`src/rtl/int_arbiter_pkg.sv`:
```
// Shared types and constants for the interrupt arbiter.
// The INT_ID_* values must stay aligned with the CPU CSR INT_* encodings.
package int_arbiter_pkg;

   localparam int N_SRC   = 3;
   localparam int ID_BITS = 3;
   localparam int IDX_W   = $clog2(N_SRC);

   typedef enum logic [1:0] {
      IDLE    = 2'd0,
      ARB     = 2'd1,
      REQ     = 2'd2,
      SERVICE = 2'd3
   } state_t;

   localparam logic [ID_BITS-1:0] INT_ID_NONE  = 3'd0;
   localparam logic [ID_BITS-1:0] INT_ID_DMA   = 3'd1;
   localparam logic [ID_BITS-1:0] INT_ID_EPU   = 3'd2;
   localparam logic [ID_BITS-1:0] INT_ID_SCTRL = 3'd3;

   localparam logic CFG_SEL_MASK = 1'b0;
   localparam logic CFG_SEL_MODE = 1'b1;

   // Source index to the ID reported to the CSR.
   function automatic logic [ID_BITS-1:0] idx_to_id(input logic [IDX_W-1:0] idx);
      logic [ID_BITS-1:0] id;
      case (idx)
         2'd0:    id = INT_ID_DMA;
         2'd1:    id = INT_ID_EPU;
         2'd2:    id = INT_ID_SCTRL;
         default: id = INT_ID_NONE;
      endcase
      return id;
   endfunction

endpackage

```
`src/rtl/int_arb_pick.sv`:
```
// Combinational winner select. With INT_ARB_RR_EN the search starts at ptr and
// wraps; otherwise the lowest requesting index wins and there is no pointer port.
module int_arb_pick
   import int_arbiter_pkg::*;
(
   input  logic [N_SRC-1:0] req,
`ifdef INT_ARB_RR_EN
   input  logic [IDX_W-1:0] ptr,
`endif
   output logic [IDX_W-1:0] idx,
   output logic             valid
);

`ifdef INT_ARB_RR_EN
   // Rotating search: first requester at or after ptr, wrapping at N_SRC.
   always_comb begin
      idx   = '0;
      valid = 1'b0;
      for (int k = 0; k < N_SRC; k++) begin
         int j;
         j = (int'(ptr) + k) % N_SRC;
         if (!valid && req[j]) begin
            valid = 1'b1;
            idx   = IDX_W'(j);
         end
      end
   end
`else
   // Fixed priority: scan downwards so the lowest requesting index is kept last.
   always_comb begin
      idx   = '0;
      valid = |req;
      for (int k = N_SRC - 1; k >= 0; k--) begin
         if (req[k]) idx = IDX_W'(k);
      end
   end
`endif

endmodule

```
`src/rtl/int_arbiter.sv`:
```
// Interrupt arbiter in front of the CSR unit: synchronises device lines,
// latches pending (edge or level), masks, picks one winner and holds it in
// service until mret. Optional round-robin via define INT_ARB_RR_EN.
//
// state   | meaning
// IDLE    | nothing offered, waiting for any enabled pending source
// ARB     | winner being registered
// REQ     | int_taken_o raised to CSR, waiting for ack
// SERVICE | trap entered, waiting for mret
module int_arbiter
   import int_arbiter_pkg::*;
(
   input  logic               clk,
   input  logic               rstn,
   input  logic [N_SRC-1:0]   irq_i,
   input  logic               cfg_we_i,
   input  logic               cfg_sel_i,
   input  logic [N_SRC-1:0]   cfg_wdata_i,
   input  logic               int_ack_i,
   input  logic               mret_i,
   output logic               int_taken_o,
   output logic [ID_BITS-1:0] int_id_o,
   output logic [N_SRC-1:0]   pending_o,
   output logic               busy_o
);

   logic [N_SRC-1:0] sync1, sync2, sync_dly;
   logic [N_SRC-1:0] enable, mode, pending;
   logic [N_SRC-1:0] req, edge_det, ack_clr;
   logic [IDX_W-1:0] winner, pick_idx;
   logic             pick_valid;
   state_t           state, state_nxt;

   assign edge_det = sync2 & ~sync_dly;
   assign req      = pending & enable;

   // Two-flop synchroniser plus one delay stage for edge detection.
   always_ff @(posedge clk or negedge rstn) begin
      if (!rstn) begin
         sync1    <= '0;
         sync2    <= '0;
         sync_dly <= '0;
      end else begin
         sync1    <= irq_i;
         sync2    <= sync1;
         sync_dly <= sync2;
      end
   end

   // Configuration registers: enable mask and trigger mode.
   always_ff @(posedge clk or negedge rstn) begin
      if (!rstn) begin
         enable <= '0;
         mode   <= '0;
      end else if (cfg_we_i) begin
         if (cfg_sel_i == CFG_SEL_MASK) enable <= cfg_wdata_i;
         else                           mode   <= cfg_wdata_i;
      end
   end

   // Ack of the offered winner clears its edge-mode pending bit.
   always_comb begin
      ack_clr = '0;
      if (state == REQ && int_ack_i) ack_clr[winner] = 1'b1;
   end

   // Pending latch; a mode change drops the bit, and a new edge beats the ack clear.
   always_ff @(posedge clk or negedge rstn) begin
      if (!rstn) begin
         pending <= '0;
      end else begin
         for (int i = 0; i < N_SRC; i++) begin
            if (cfg_we_i && cfg_sel_i == CFG_SEL_MODE && cfg_wdata_i[i] != mode[i])
               pending[i] <= 1'b0;
            else if (mode[i])
               pending[i] <= edge_det[i] | (pending[i] & ~ack_clr[i]);
            else
               pending[i] <= sync2[i];
         end
      end
   end

`ifdef INT_ARB_RR_EN
   logic [IDX_W-1:0] rr_ptr;

   // Round-robin pointer moves past the winner when the CSR takes it.
   always_ff @(posedge clk or negedge rstn) begin
      if (!rstn)
         rr_ptr <= '0;
      else if (state == REQ && int_ack_i)
         rr_ptr <= (winner == IDX_W'(N_SRC - 1)) ? '0 : winner + IDX_W'(1);
   end

   int_arb_pick u_pick (
      .req   (req),
      .ptr   (rr_ptr),
      .idx   (pick_idx),
      .valid (pick_valid)
   );
`else
   int_arb_pick u_pick (
      .req   (req),
      .idx   (pick_idx),
      .valid (pick_valid)
   );
`endif

   // Winner is captured only in ARB so int_id_o cannot move during REQ/SERVICE.
   always_ff @(posedge clk or negedge rstn) begin
      if (!rstn)                         winner <= '0;
      else if (state == ARB && pick_valid) winner <= pick_idx;
   end

   // FSM state register.
   always_ff @(posedge clk or negedge rstn) begin
      if (!rstn) state <= IDLE;
      else       state <= state_nxt;
   end

   // FSM next state; an ack in the same cycle as a request drop still enters service.
   always_comb begin
      state_nxt = state;
      case (state)
         IDLE:    if (|req) state_nxt = ARB;
         ARB:     state_nxt = pick_valid ? REQ : IDLE;
         REQ: begin
            if (int_ack_i)        state_nxt = SERVICE;
            else if (!req[winner]) state_nxt = IDLE;
         end
         SERVICE: if (mret_i) state_nxt = IDLE;
         default: state_nxt = IDLE;
      endcase
   end

   assign int_taken_o = (state == REQ);
   assign busy_o      = (state == SERVICE);
   assign int_id_o    = (state == REQ || state == SERVICE) ? idx_to_id(winner) : INT_ID_NONE;
   assign pending_o   = pending;

endmodule

```
`config.mk`:
```
export PLATFORM = sky130hd
export DESIGN_NAME = int_arbiter
export DESIGN_NICKNAME = d
export VERILOG_FILES = /design/src/rtl/int_arbiter_pkg.sv /design/src/rtl/int_arb_pick.sv /design/src/rtl/int_arbiter.sv
export SDC_FILE = /design/constraint.sdc
export NUM_CORES = 1
export LEC_CHECK = 0
export ABC_AREA = 1
export BUFFER_PORTS_ARGS = -buffer_cell sky130_fd_sc_hd__buf_2
export CORE_MARGIN = 1
export CORE_UTILIZATION = 47
export DETAILED_ROUTE_END_ITERATION = 6
export GPL_TIMING_DRIVEN = 0
export PLACE_DENSITY = 0.73
export SYNTH_ARGS = -nofsm -noshare
export SYNTH_HDL_FRONTEND = slang
export SYNTH_SLANG_ARGS = --single-unit
export TNS_END_PERCENT = 100
```
`constraint.sdc`:
```
create_clock -name clk -period 0.9 [get_ports clk]
set_input_delay 0.09 -clock clk [delete_from_list [all_inputs] [get_ports clk]]
set_output_delay 0.09 -clock clk [all_outputs]
set_load 0.02 [all_outputs]
```
; Word-level counts from Yosys, hierarchy flattened
; Cells that the tools add are included.
[op_classes]
order_cmp = 2
eq_ne = 11
n_mux = 22
n_bitwise = 13
reduce_logical = 14
[op_table]
columns = cell, count
row1 = two-way mux 2 bit, 8
row2 = two-way mux 1 bit, 8
row3 = one-hot mux 2 bit (4 select lines), 1
row4 = logical AND 1 bit, 7
row5 = AND 3 bit, 2
row6 = "== test 2 bit, second input constant", 3
row7 = two-way mux 3 bit, 2
row8 = one-hot mux 2 bit (3 select lines), 1
row9 = "== test 2 x 1 -> 1 bit, second input constant", 2
row10 = zero test 2 bit, 2
row11 = "inequality test 2 bit, second input constant", 2
row12 = inverter 1 bit, 4
row13 = AND reduction 2 bit, 2
row14 = AND 1 bit, 3
row15 = "less-than comparator 2 x 3 -> 1 bit, second input constant", 1
row16 = inequality test 1 bit, 3
row17 = "inequality test 3 bit, second input constant", 1
row18 = inverter 3 bit, 1
row19 = OR 1 bit, 3
row20 = AND reduction 3 bit, 1
row21 = OR reduction 3 bit, 1
row22 = binary-select mux 1 bit (select 2 bit), 1
row23 = demux 1 bit (select 2 bit), 1
row24 = ">= comparator 2 x 1 -> 1 bit, second input constant", 1
row25 = logical OR 1 bit, 1
[totals]
regBits = 22
inputBits = 12
out_inout_bits = 8
word_cells = 70

; Depth between registers and ports, before layout
; Gate-level depths: netlist (run 1).
[depth]
depth_word = 10
ltp_mapped = 7

; By module
; Synthesis (run 1) repeated with hierarchy kept, for this count alone.
[hier_totals]
hier_cells = 117
hier_area_um2 = 1012.2
[by_module_without_submodules]
columns = mod, n_inst, cells_per_inst, area_each_um2
row1 = int_arbiter, 1, 110, 980.9
row2 = int_arb_pick, 1, 7, 31.3

; Worst setup path before layout (run 1)
; No wires, ideal clock.
[synth_path]
kind = register -> register
startpoint = reg pending[0] (netlist: pending_o[0])
endpoint = reg winner[0]
setup_time_ns = 0.127
t_arrival_ns = 0.968
required_ns = 0.773
setup_slack_ns = -0.195
path_stages_with_launch = 7
period_less_slack_ns = 1.095
path_cell_list = dfrtp_1 nand2_1 nand3_1 nand2_1 clkinv_1 nand3b_1 o21ai_0
[synth_via]
elab_chain_cells = 3
word_cells_on_any_way = 4
[synth_rtl]
columns = item, line_no
row1 = "start, declared", int_arbiter.sv:28  ; logic [N_SRC-1:0] enable, mode, pending;
row2 = "start signal, assigned by index", int_arbiter.sv:76  ; pending[i] <= edge_det[i] | (pending[i] & ~ack_clr[i]);
row3 = "start signal, assigned by index", int_arbiter.sv:78  ; pending[i] <= sync2[i];
row4 = AND 3 bit *, int_arbiter.sv:35  ; assign req = pending & enable;
row5 = OR reduction 3 bit, int_arb_pick.sv:32  ; valid = |req;
row6 = logical AND 1 bit, int_arbiter.sv:111  ; else if (state == ARB && pick_valid) winner <= pick_idx;
row7 = "end signal, assigned", int_arbiter.sv:111
row8 = "end, declared", int_arbiter.sv:30  ; logic [IDX_W-1:0] winner, pick_idx;
; Every way passes the cells marked *; elsewhere a longest branch is shown, timed or not.
; A chain may end at the register's enable or synchronous reset.

; Worst setup path in the final report (run 1)
[layout_path]
startpoint = reg winner[1]
endpoint = out int_id_o[1]
[layout_via]
elab_chain_cells = 3
word_cells_on_any_way = 5
[layout_rtl]
columns = item, line_no
row1 = "== test 2 bit, or another cell as far along", int_arbiter_pkg.sv:27  ; case (idx)
row2 = one-hot mux 2 bit (3 select lines) *, int_arbiter_pkg.sv:27
row3 = two-way mux 3 bit *, int_arbiter.sv:137  ; assign int_id_o = (state == REQ || state == SERVICE) ? idx_to_id(winner) : INT_ID_NONE;
row4 = "end, declared", int_arbiter.sv:22  ; output logic [ID_BITS-1:0] int_id_o,
; Marks and branches as above.

==> results of run 1 <==
==> worst max-delay path, stage by stage, from the launching register on <==
cell and delay [ns]:
sky130_fd_sc_hd__dfrtp_1 0.45, sky130_fd_sc_hd__inv_2 0.09, sky130_fd_sc_hd__ha_4 0.27, sky130_fd_sc_hd__nand2_2 0.04
sky130_fd_sc_hd__inv_2 0.05, sky130_fd_sc_hd__buf_6 0.10
==> cell usage in the layout (no fill, tap or decap), types with 4 or more instances in the layout <==
master	Yosys	layout
sky130_fd_sc_hd__nand2_1	31	24
sky130_fd_sc_hd__dfrtp_1	22	17
sky130_fd_sc_hd__buf_2	0	12
sky130_fd_sc_hd__buf_4	1	10
sky130_fd_sc_hd__buf_6	0	9
sky130_fd_sc_hd__nor2_1	11	8
sky130_fd_sc_hd__nand2_2	0	7
sky130_fd_sc_hd__nand3_2	0	7
sky130_fd_sc_hd__inv_1	9	6
sky130_fd_sc_hd__inv_2	2	5
sky130_fd_sc_hd__dfrtp_2	0	5
sky130_fd_sc_hd__dlygate4sd3_1	0	4
==> timing repair <==
item | in CTS | in global routing
hold buffers | 4 | 0
hold endpoints to repair | 25 | 0
setup endpoints to repair | 14 | 14
gates resized for setup | 29 | 8
buffers inserted | 8 | 6
pin swaps | 8 | 5
==> power by group through the flow <==
stage               sequential (mW)  clock, mW  combinational (mW)
finish                         1.38      0.538                1.96
global route                   1.40      0.581                2.11
CTS                            1.38      0.548                1.70
detailed placement             1.39          0               0.984
global placement               1.38          0               0.960
floorplan                      1.37          0               0.715
==> metal layers <==
metal | vias to the layer above | part of all wire, %
met5 | - | 0
met4 | 0 | 1.4
met3 | 4 | 2.9
met2 | 18 | 50
met1 | 392 | 46
li1 | 411 | -
==> final timing paths <==
kind,endpoint,slack [ns]
setup / recovery,int_id_o[1],-0.50
hold / removal,state[0]$_DFFE_PN0P_,0.01
setup reg to reg,pending_o[1]$_DFF_PN0_,-0.38
hold reg to reg,sync2[1]$_DFF_PN0_,0.37
max in group asynchronous,pending_o[0]$_DFF_PN0_,0.26
min in group asynchronous,sync_dly[1]$_DFF_PN0_,0.27
==> cell type report <==
class	count	share of cell area, %
sequential	22	39.0
buffer	1	0.526
clock buffer	4	2.54
timing repair buffer	34	18.9
tap	27	2.37
multi-input combinational	72	33.4
inverter	12	3.25
==> sequential cells by signal, summed over array words and instances, names as in the netlist <==
signal and cells:
enable 3, mode 3, pending_o 3, state 2, sync1 3, sync2 3, sync_dly 3, winner 2
==> per-stage QoR <==
step | cells | setup TNS, ns | area, um2
floorplan | 107 | -0.485 | 996
global placement | 152 | -1.15 | 1120
detailed placement | 152 | -1.30 | 1120
CTS | 168 | -3.10 | 1370
global route | 172 | -4.14 | 1430
finish | 172 | -3.41 | 1430
==> logic make-up (layout without fill, tap and decap cells) <==
group | count (synthesis) | in the layout | synth area share [%]
XOR/XNOR | 3 | 3 | 2.70
buffers and inverters | 13 | 51 | 5.41
AND/OR/NAND/NOR | 54 | 54 | 23.8
AO/OA/AOI/OAI | 9 | 9 | 4.89
other | 1 | 1 | 0.386
flip-flops | 22 | 22 | 56.6
adder cells (fa/ha/maj) | 3 | 3 | 3.86
multiplexers | 2 | 2 | 2.32
==> impl_metrics.xml, run 1 <==
<?xml version="1.0" encoding="UTF-8"?>
<metrics>
  <group name="status">
    <metric name="outcome" unit="">complete, but fails checks</metric>
    <metric name="violations_in_the_final_reports" unit="">setup timing</metric>
  </group>
  <group name="yosys">
    <metric name="synth.yosys.warnings" unit="">0</metric>
    <metric name="post-synth-top-area-cell" unit="">sky130_fd_sc_hd__dfrtp_1</metric>
    <metric name="synth-main-ff-cell" unit="">sky130_fd_sc_hd__dfrtp_1</metric>
    <metric name="synth_async_sr_flop_share" unit="%">100</metric>
    <metric name="ys_seq_elements" unit="">22</metric>
    <metric name="postSynthAreaPerCell" unit="um2">9.09</metric>
    <metric name="netlist-cell-type-count" unit="">18</metric>
    <metric name="synth.top_cells.by_count" unit="">sky130_fd_sc_hd__nand2_1 (31), sky130_fd_sc_hd__dfrtp_1 (22), sky130_fd_sc_hd__nor2_1 (11), sky130_fd_sc_hd__inv_1 (9), sky130_fd_sc_hd__nand3_1 (9)</metric>
    <metric name="most_frequently_used_cell_type_in_the_post_synthesis_netlist" unit="">sky130_fd_sc_hd__nand2_1</metric>
    <metric name="synth.area.top_cells" unit="">sky130_fd_sc_hd__dfrtp_1 (57%), sky130_fd_sc_hd__nand2_1 (12%), sky130_fd_sc_hd__nand3_1 (4.6%), sky130_fd_sc_hd__nor2_1 (4.2%), sky130_fd_sc_hd__ha_1 (3.9%)</metric>
    <metric name="postSynthNetCount" unit="">122</metric>
    <metric name="mappedNetlistArea" unit="um2">972</metric>
    <metric name="synth_top_cell_area_share" unit="%">56.6</metric>
    <metric name="synth-edff-count" unit="">0</metric>
    <metric name="yosysSeqAreaShare" unit="%">56.6</metric>
    <metric name="syn-instance-count" unit="">107</metric>
  </group>
  <group name="setup_path">
    <metric name="critical_path_endpoint_category" unit="">output port</metric>
    <metric name="start_kind" unit="">register</metric>
    <metric name="critPathLaunch" unit="">winner[1]$_DFFE_PN0P_</metric>
    <metric name="count_of_cells_along_the_worst_register_to_register_path" unit="">7</metric>
    <metric name="worst_r2r_startpoint" unit="">winner[1]$_DFFE_PN0P_</metric>
    <metric name="path_class" unit="">register to output port</metric>
    <metric name="critical_path_arrival" unit="ns">1.31</metric>
    <metric name="crit_path_max_fanout" unit="">3</metric>
    <metric name="worst_ep_required_time" unit="ns">0.81</metric>
  </group>
  <group name="sta">
    <metric name="setup_repair_after_global_routing_missed_its_margin" unit="">true</metric>
    <metric name="finalSetupViolCount" unit="">14</metric>
    <metric name="achievable-frequency" unit="MHz">715</metric>
    <metric name="drv_slew" unit="">0</metric>
    <metric name="final.setup_skew" unit="ns">0.00957</metric>
    <metric name="timing.hold.ws" unit="ns">0.0140</metric>
    <metric name="final_min_period_over_clock_period" unit="%">155</metric>
    <metric name="finalWorstSetupSlack" unit="ns">-0.499</metric>
    <metric name="final-hold-violation-count" unit="">0</metric>
    <metric name="period_needed" unit="ns">1.40</metric>
  </group>
  <group name="drt">
    <metric name="length_of_the_first_detailed_routing_pass_in_iterations" unit="">4</metric>
    <metric name="ant_nets" unit="">0</metric>
    <metric name="vias" unit="">825</metric>
    <metric name="drcViolationCount" unit="">0</metric>
    <metric name="wl" unit="um">2040</metric>
    <metric name="post_drt_via_cell_ratio" unit="">4.80</metric>
    <metric name="detail_route.wl_per_cell" unit="um">11.9</metric>
    <metric name="initialDrtViolationCount" unit="">16</metric>
  </group>
  <group name="worst_hold_path">
    <metric name="hp-class" unit="">primary input to register</metric>
    <metric name="hold_path.startpoint" unit="">mret_i</metric>
    <metric name="hold-path-cell-count" unit="">4</metric>
  </group>
  <group name="final_layout">
    <metric name="share_of_post_route_cells_with_drive_strength_above_1" unit="%">49.0</metric>
    <metric name="fin_util" unit="%">72.7</metric>
    <metric name="multi_input_gate_area" unit="um2">477</metric>
    <metric name="num_antenna_cells" unit="">0</metric>
    <metric name="num-nets-final" unit="">161</metric>
    <metric name="fillers" unit="">154</metric>
    <metric name="ff_latch_area" unit="um2">557</metric>
    <metric name="area_growth_syn_to_fin" unit="%">46.7</metric>
  </group>
  <group name="floorplanning">
    <metric name="design.die.area" unit="um2">2250</metric>
    <metric name="std_cell_rows" unit="">16</metric>
    <metric name="io_pins" unit="">20</metric>
    <metric name="core_area" unit="um2">1960</metric>
    <metric name="die_ht" unit="um">47.5</metric>
    <metric name="initial_utilization" unit="%">49.6</metric>
    <metric name="die_width" unit="um">47.5</metric>
  </group>
  <group name="placed_design">
    <metric name="place_congestion" unit="">0.932</metric>
    <metric name="place_hpwl" unit="um">1230</metric>
    <metric name="placement.setup.worst_slack" unit="ns">-0.191</metric>
    <metric name="buffer_ports.inserted" unit="">18</metric>
  </group>
  <group name="run">
    <metric name="drv.max_cap_violation_count" unit="">0</metric>
  </group>
  <group name="power_and_ir_drop">
    <metric name="power.switching_fraction" unit="%">37.5</metric>
    <metric name="peakVddDrop" unit="mV">1.45</metric>
    <metric name="cellLeakagePower" unit="nW">0.703</metric>
    <metric name="switchingPower" unit="mW">1.46</metric>
    <metric name="share_of_power_burned_in_registers" unit="%">35.6</metric>
    <metric name="totalPowerFinal" unit="mW">3.88</metric>
    <metric name="power.density" unit="nW/um2">2720</metric>
    <metric name="share_clk_of_total_power" unit="%">13.9</metric>
    <metric name="power.combinational.fraction" unit="%">50.5</metric>
    <metric name="intPower" unit="mW">2.43</metric>
  </group>
  <group name="global_route">
    <metric name="grt.busiest_layer" unit="">met2</metric>
    <metric name="use_met2" unit="%">32.3</metric>
    <metric name="grt_usage" unit="%">19.7</metric>
    <metric name="global_route_wire_length_before_repair" unit="um">2950</metric>
    <metric name="largest_net_degree_at_the_start_of_global_routing" unit="">23</metric>
    <metric name="number_of_antenna_violations_at_the_first_check_in_global_routing" unit="">0</metric>
    <metric name="grtUsageMet1" unit="%">24.9</metric>
    <metric name="grtUsageMet3" unit="%">3.77</metric>
    <metric name="first_global_vias" unit="">696</metric>
    <metric name="grt_overflow_total" unit="">0</metric>
  </group>
  <group name="clock_network">
    <metric name="worst_setup_hold_path_clk_slew" unit="ns">0.12</metric>
    <metric name="cts_inserted_buffers" unit="">3</metric>
    <metric name="cts_root_buffer" unit="">sky130_fd_sc_hd__clkbuf_4</metric>
    <metric name="clock_path_buffers" unit="">2</metric>
    <metric name="clk_latency" unit="ns">0.30</metric>
    <metric name="cts_htree_levels" unit="">1</metric>
    <metric name="cts_tree" unit="">done</metric>
    <metric name="clock-sinks" unit="">22</metric>
  </group>
</metrics>
No activity file was read; power rests on OpenSTA's default activity.
==> run 2, diff against run 1 <==
--- a/config.mk
+++ b/config.mk
@@ -7,7 +7,6 @@
 export LEC_CHECK = 0
 export ABC_AREA = 1
 export BUFFER_PORTS_ARGS = -buffer_cell sky130_fd_sc_hd__buf_2
-export CORE_MARGIN = 1
 export CORE_UTILIZATION = 47
 export DETAILED_ROUTE_END_ITERATION = 6
 export GPL_TIMING_DRIVEN = 0
==> constraint.sdc (replaced) <==
create_clock -name clk -period 1.2 [get_ports clk]
set_input_delay 0.12 -clock clk [delete_from_list [all_inputs] [get_ports clk]]
set_output_delay 0.12 -clock clk [all_outputs]
set_load 0.02 [all_outputs]
==> run 2 against run 1 <==
The flow still finishes with violations (setup timing). Worst setup slack improved by 0.37 ns. Clock skew shrank 0.0075 ns. Register-to-register slack improved by 0.48 ns. Wire length decreased by 16%. Die area did not move. Combinational power is 52% lower. Sequential cell count unchanged.
==> impl_metrics.xml, run 2 (synthesis gave the netlist of run 1 again) <==
<?xml version="1.0" encoding="UTF-8"?>
<metrics>
  <group name="final_layout">
    <metric name="fin_util" unit="%">62.4</metric>
    <metric name="stdcell_area" unit="um2">1220</metric>
    <metric name="fillers" unit="">193</metric>
    <metric name="final_cell_mix" unit="">sky130_fd_sc_hd__nand2_1 (28), sky130_fd_sc_hd__dfrtp_1 (20), sky130_fd_sc_hd__buf_2 (15)</metric>
    <metric name="num-nets-final" unit="">152</metric>
    <metric name="multi_input_gate_area" unit="um2">399</metric>
    <metric name="ff_latch_area" unit="um2">553</metric>
    <metric name="layout.cells.most_common" unit="">sky130_fd_sc_hd__nand2_1</metric>
    <metric name="num_antenna_cells" unit="">0</metric>
    <metric name="area_growth_syn_to_fin" unit="%">26.0</metric>
    <metric name="share_of_post_route_cells_with_drive_strength_above_1" unit="%">31.1</metric>
    <metric name="final_standard_cell_count_with_taps_included_and_fillers_excluded" unit="">162</metric>
  </group>
  <group name="clock_network">
    <metric name="worst_setup_hold_path_clk_slew" unit="ns">0.11</metric>
    <metric name="cts_root_buffer" unit="">sky130_fd_sc_hd__clkbuf_4</metric>
    <metric name="cts_htree_levels" unit="">1</metric>
    <metric name="clock-sinks" unit="">22</metric>
    <metric name="clock_path_buffers" unit="">2</metric>
    <metric name="cts_tree" unit="">done</metric>
    <metric name="cts_inserted_buffers" unit="">3</metric>
    <metric name="clk_latency" unit="ns">0.29</metric>
  </group>
  <group name="status">
    <metric name="outcome" unit="">complete, but fails checks</metric>
    <metric name="violations_in_the_final_reports" unit="">setup timing</metric>
  </group>
  <group name="setup_path">
    <metric name="critPathMostFrequentCell" unit="">sky130_fd_sc_hd__nor2_1</metric>
    <metric name="critical_path.cell_chain" unit="">inv_2, ha_1, nor2_1, nor2_1, buf_4</metric>
    <metric name="timing.critical_path.max_delay_family" unit="">flip-flops</metric>
    <metric name="timing.critical_path.buf_inv" unit="">2</metric>
    <metric name="worst_ep_required_time" unit="ns">1.08</metric>
    <metric name="start_kind" unit="">register</metric>
    <metric name="critical_path_arrival" unit="ns">1.21</metric>
    <metric name="critical_path_endpoint_category" unit="">output port</metric>
    <metric name="crit_path_top_delay_cell" unit="">sky130_fd_sc_hd__dfrtp_1</metric>
    <metric name="path_class" unit="">register to output port</metric>
    <metric name="crit_path_max_fanout" unit="">3</metric>
    <metric name="cpPeakStageDelay" unit="ns">0.40</metric>
  </group>
  <group name="global_route">
    <metric name="use_met2" unit="%">32.1</metric>
    <metric name="grt_overflow_total" unit="">0</metric>
    <metric name="number_of_antenna_violations_at_the_first_check_in_global_routing" unit="">0</metric>
    <metric name="grtUsageMet1" unit="%">22.2</metric>
    <metric name="global_route_wire_length_before_repair" unit="um">2780</metric>
    <metric name="grtUsageMet3" unit="%">2.26</metric>
    <metric name="grt.busiest_layer" unit="">met2</metric>
    <metric name="largest_net_degree_at_the_start_of_global_routing" unit="">23</metric>
    <metric name="grt_usage" unit="%">18.2</metric>
    <metric name="first_global_vias" unit="">701</metric>
  </group>
  <group name="power_and_ir_drop">
    <metric name="power.density" unit="nW/um2">1840</metric>
    <metric name="totalPowerFinal" unit="mW">2.25</metric>
    <metric name="cellLeakagePower" unit="nW">0.629</metric>
    <metric name="peakVddDrop" unit="mV">1.12</metric>
  </group>
  <group name="floorplanning">
    <metric name="io_pins" unit="">20</metric>
    <metric name="initial_utilization" unit="%">49.6</metric>
    <metric name="core_area" unit="um2">1960</metric>
    <metric name="design.die.area" unit="um2">2250</metric>
    <metric name="die_ht" unit="um">47.5</metric>
    <metric name="std_cell_rows" unit="">16</metric>
    <metric name="die_width" unit="um">47.5</metric>
  </group>
  <group name="drt">
    <metric name="post_drt_via_cell_ratio" unit="">4.73</metric>
    <metric name="length_of_the_first_detailed_routing_pass_in_iterations" unit="">6</metric>
    <metric name="ant_nets" unit="">0</metric>
    <metric name="drcViolationCount" unit="">0</metric>
    <metric name="detail_route.wl_per_cell" unit="um">10.6</metric>
    <metric name="vias" unit="">767</metric>
    <metric name="wl" unit="um">1720</metric>
    <metric name="initialDrtViolationCount" unit="">15</metric>
  </group>
  <group name="placed_design">
    <metric name="place_hpwl" unit="um">1240</metric>
    <metric name="dpl_cell_area" unit="um2">1100</metric>
    <metric name="buffer_ports.inserted" unit="">18</metric>
    <metric name="place_congestion" unit="">0.871</metric>
    <metric name="instance_count_after_placement_with_tap_cells_included" unit="">152</metric>
    <metric name="placement.setup.worst_slack" unit="ns">0.0716</metric>
  </group>
  <group name="sta">
    <metric name="finalWorstSetupSlack" unit="ns">-0.128</metric>
    <metric name="achievable-frequency" unit="MHz">753</metric>
    <metric name="final_min_period_over_clock_period" unit="%">111</metric>
    <metric name="final.setup_skew" unit="ns">0.00208</metric>
    <metric name="drv_slew" unit="">0</metric>
    <metric name="setup_repair_after_global_routing_missed_its_margin" unit="">true</metric>
    <metric name="period_needed" unit="ns">1.33</metric>
    <metric name="finalSetupViolCount" unit="">2</metric>
    <metric name="final-hold-violation-count" unit="">0</metric>
  </group>
  <group name="worst_hold_path">
    <metric name="hp-class" unit="">primary input to register</metric>
  </group>
  <group name="run">
    <metric name="drv.max_cap_violation_count" unit="">0</metric>
  </group>
</metrics>
run 2: cell count changes in the layout (fill, tap and decap cells not counted), moves of 4 or more:
cell,change
sky130_fd_sc_hd__buf_6,-8
sky130_fd_sc_hd__buf_4,-4
sky130_fd_sc_hd__nand2_1,+4
sky130_fd_sc_hd__nand2_2,-4
sky130_fd_sc_hd__nand3_2,-5
sky130_fd_sc_hd__nand3_1,+5
run 2: area by class of cell:
class	count	share of cell area, %
Sequential cell	22	45.1
Multi-Input combinational cell	72	32.6
Timing Repair Buffer	25	13.4
Inverter	12	3.68
Tap cell	27	2.76
Clock buffer	3	1.84
Buffer	1	0.613
run 2: final timing paths:
path                                  startpoint                   end  slack (ns)  cells past startpoint
max                        winner[0]$_DFFE_PN0P_           int_id_o[0]       -0.13                      5
min                                       mret_i  state[0]$_DFFE_PN0P_        0.07                      4
max reg2reg                winner[0]$_DFFE_PN0P_  state[0]$_DFFE_PN0P_        0.10                      5
min reg2reg                   sync1[1]$_DFF_PN0_    sync2[1]$_DFF_PN0_        0.36                      0
max in group asynchronous                   rstn  state[1]$_DFFE_PN0P_        0.55                      2
min in group asynchronous                   rstn    sync1[2]$_DFF_PN0_        0.30                      2
run 2: repair_timing:
item / 4_1_cts / 5_1_grt
setup endpoints to repair: 4 / 8
pin swaps: 1 / 0
cloned: 0 / 0
endpoints found under the hold margin: 25 / 0
gates resized for setup: 8 / 8
hold buffers: 4 / 0
buffers inserted: 3 / 1
run 2: stage by stage:
stage / TNS, ns / hold slack (ns)
6_report: -0.252 / 0.0669
5_1_grt: -0.475 / 0.0796
4_1_cts: -0.293 / 0.0610
3_5_place_dp: 0 / 0.103
3_3_place_gp: 0 / 0.100
2_1_floorplan: 0 / -0.176
run 2: worst register-to-register path, cell delays in order (launching register included):
cell	delay, ns
sky130_fd_sc_hd__dfrtp_1	0.40
sky130_fd_sc_hd__buf_4	0.14
sky130_fd_sc_hd__o21ai_0	0.20
sky130_fd_sc_hd__nand3_2	0.11
sky130_fd_sc_hd__nand3_1	0.09
sky130_fd_sc_hd__nand2_1	0.05
run 2: where the power goes:
part	internal, mW	leakage (nW)	switching (mW)
sequential	0.872	0.261	0.135
clock	0.117	0.0138	0.191
combinational	0.418	0.354	0.521
run 2: metal layers:
| layer | vias up | part of all wire (%) |
|---|---|---|
| met2 | 22 | 50 |
| met3 | 2 | 3.8 |
| li1 | 393 | - |
| met1 | 350 | 46 |
| met5 | - | 0 |
| met4 | 0 | 0.70 |
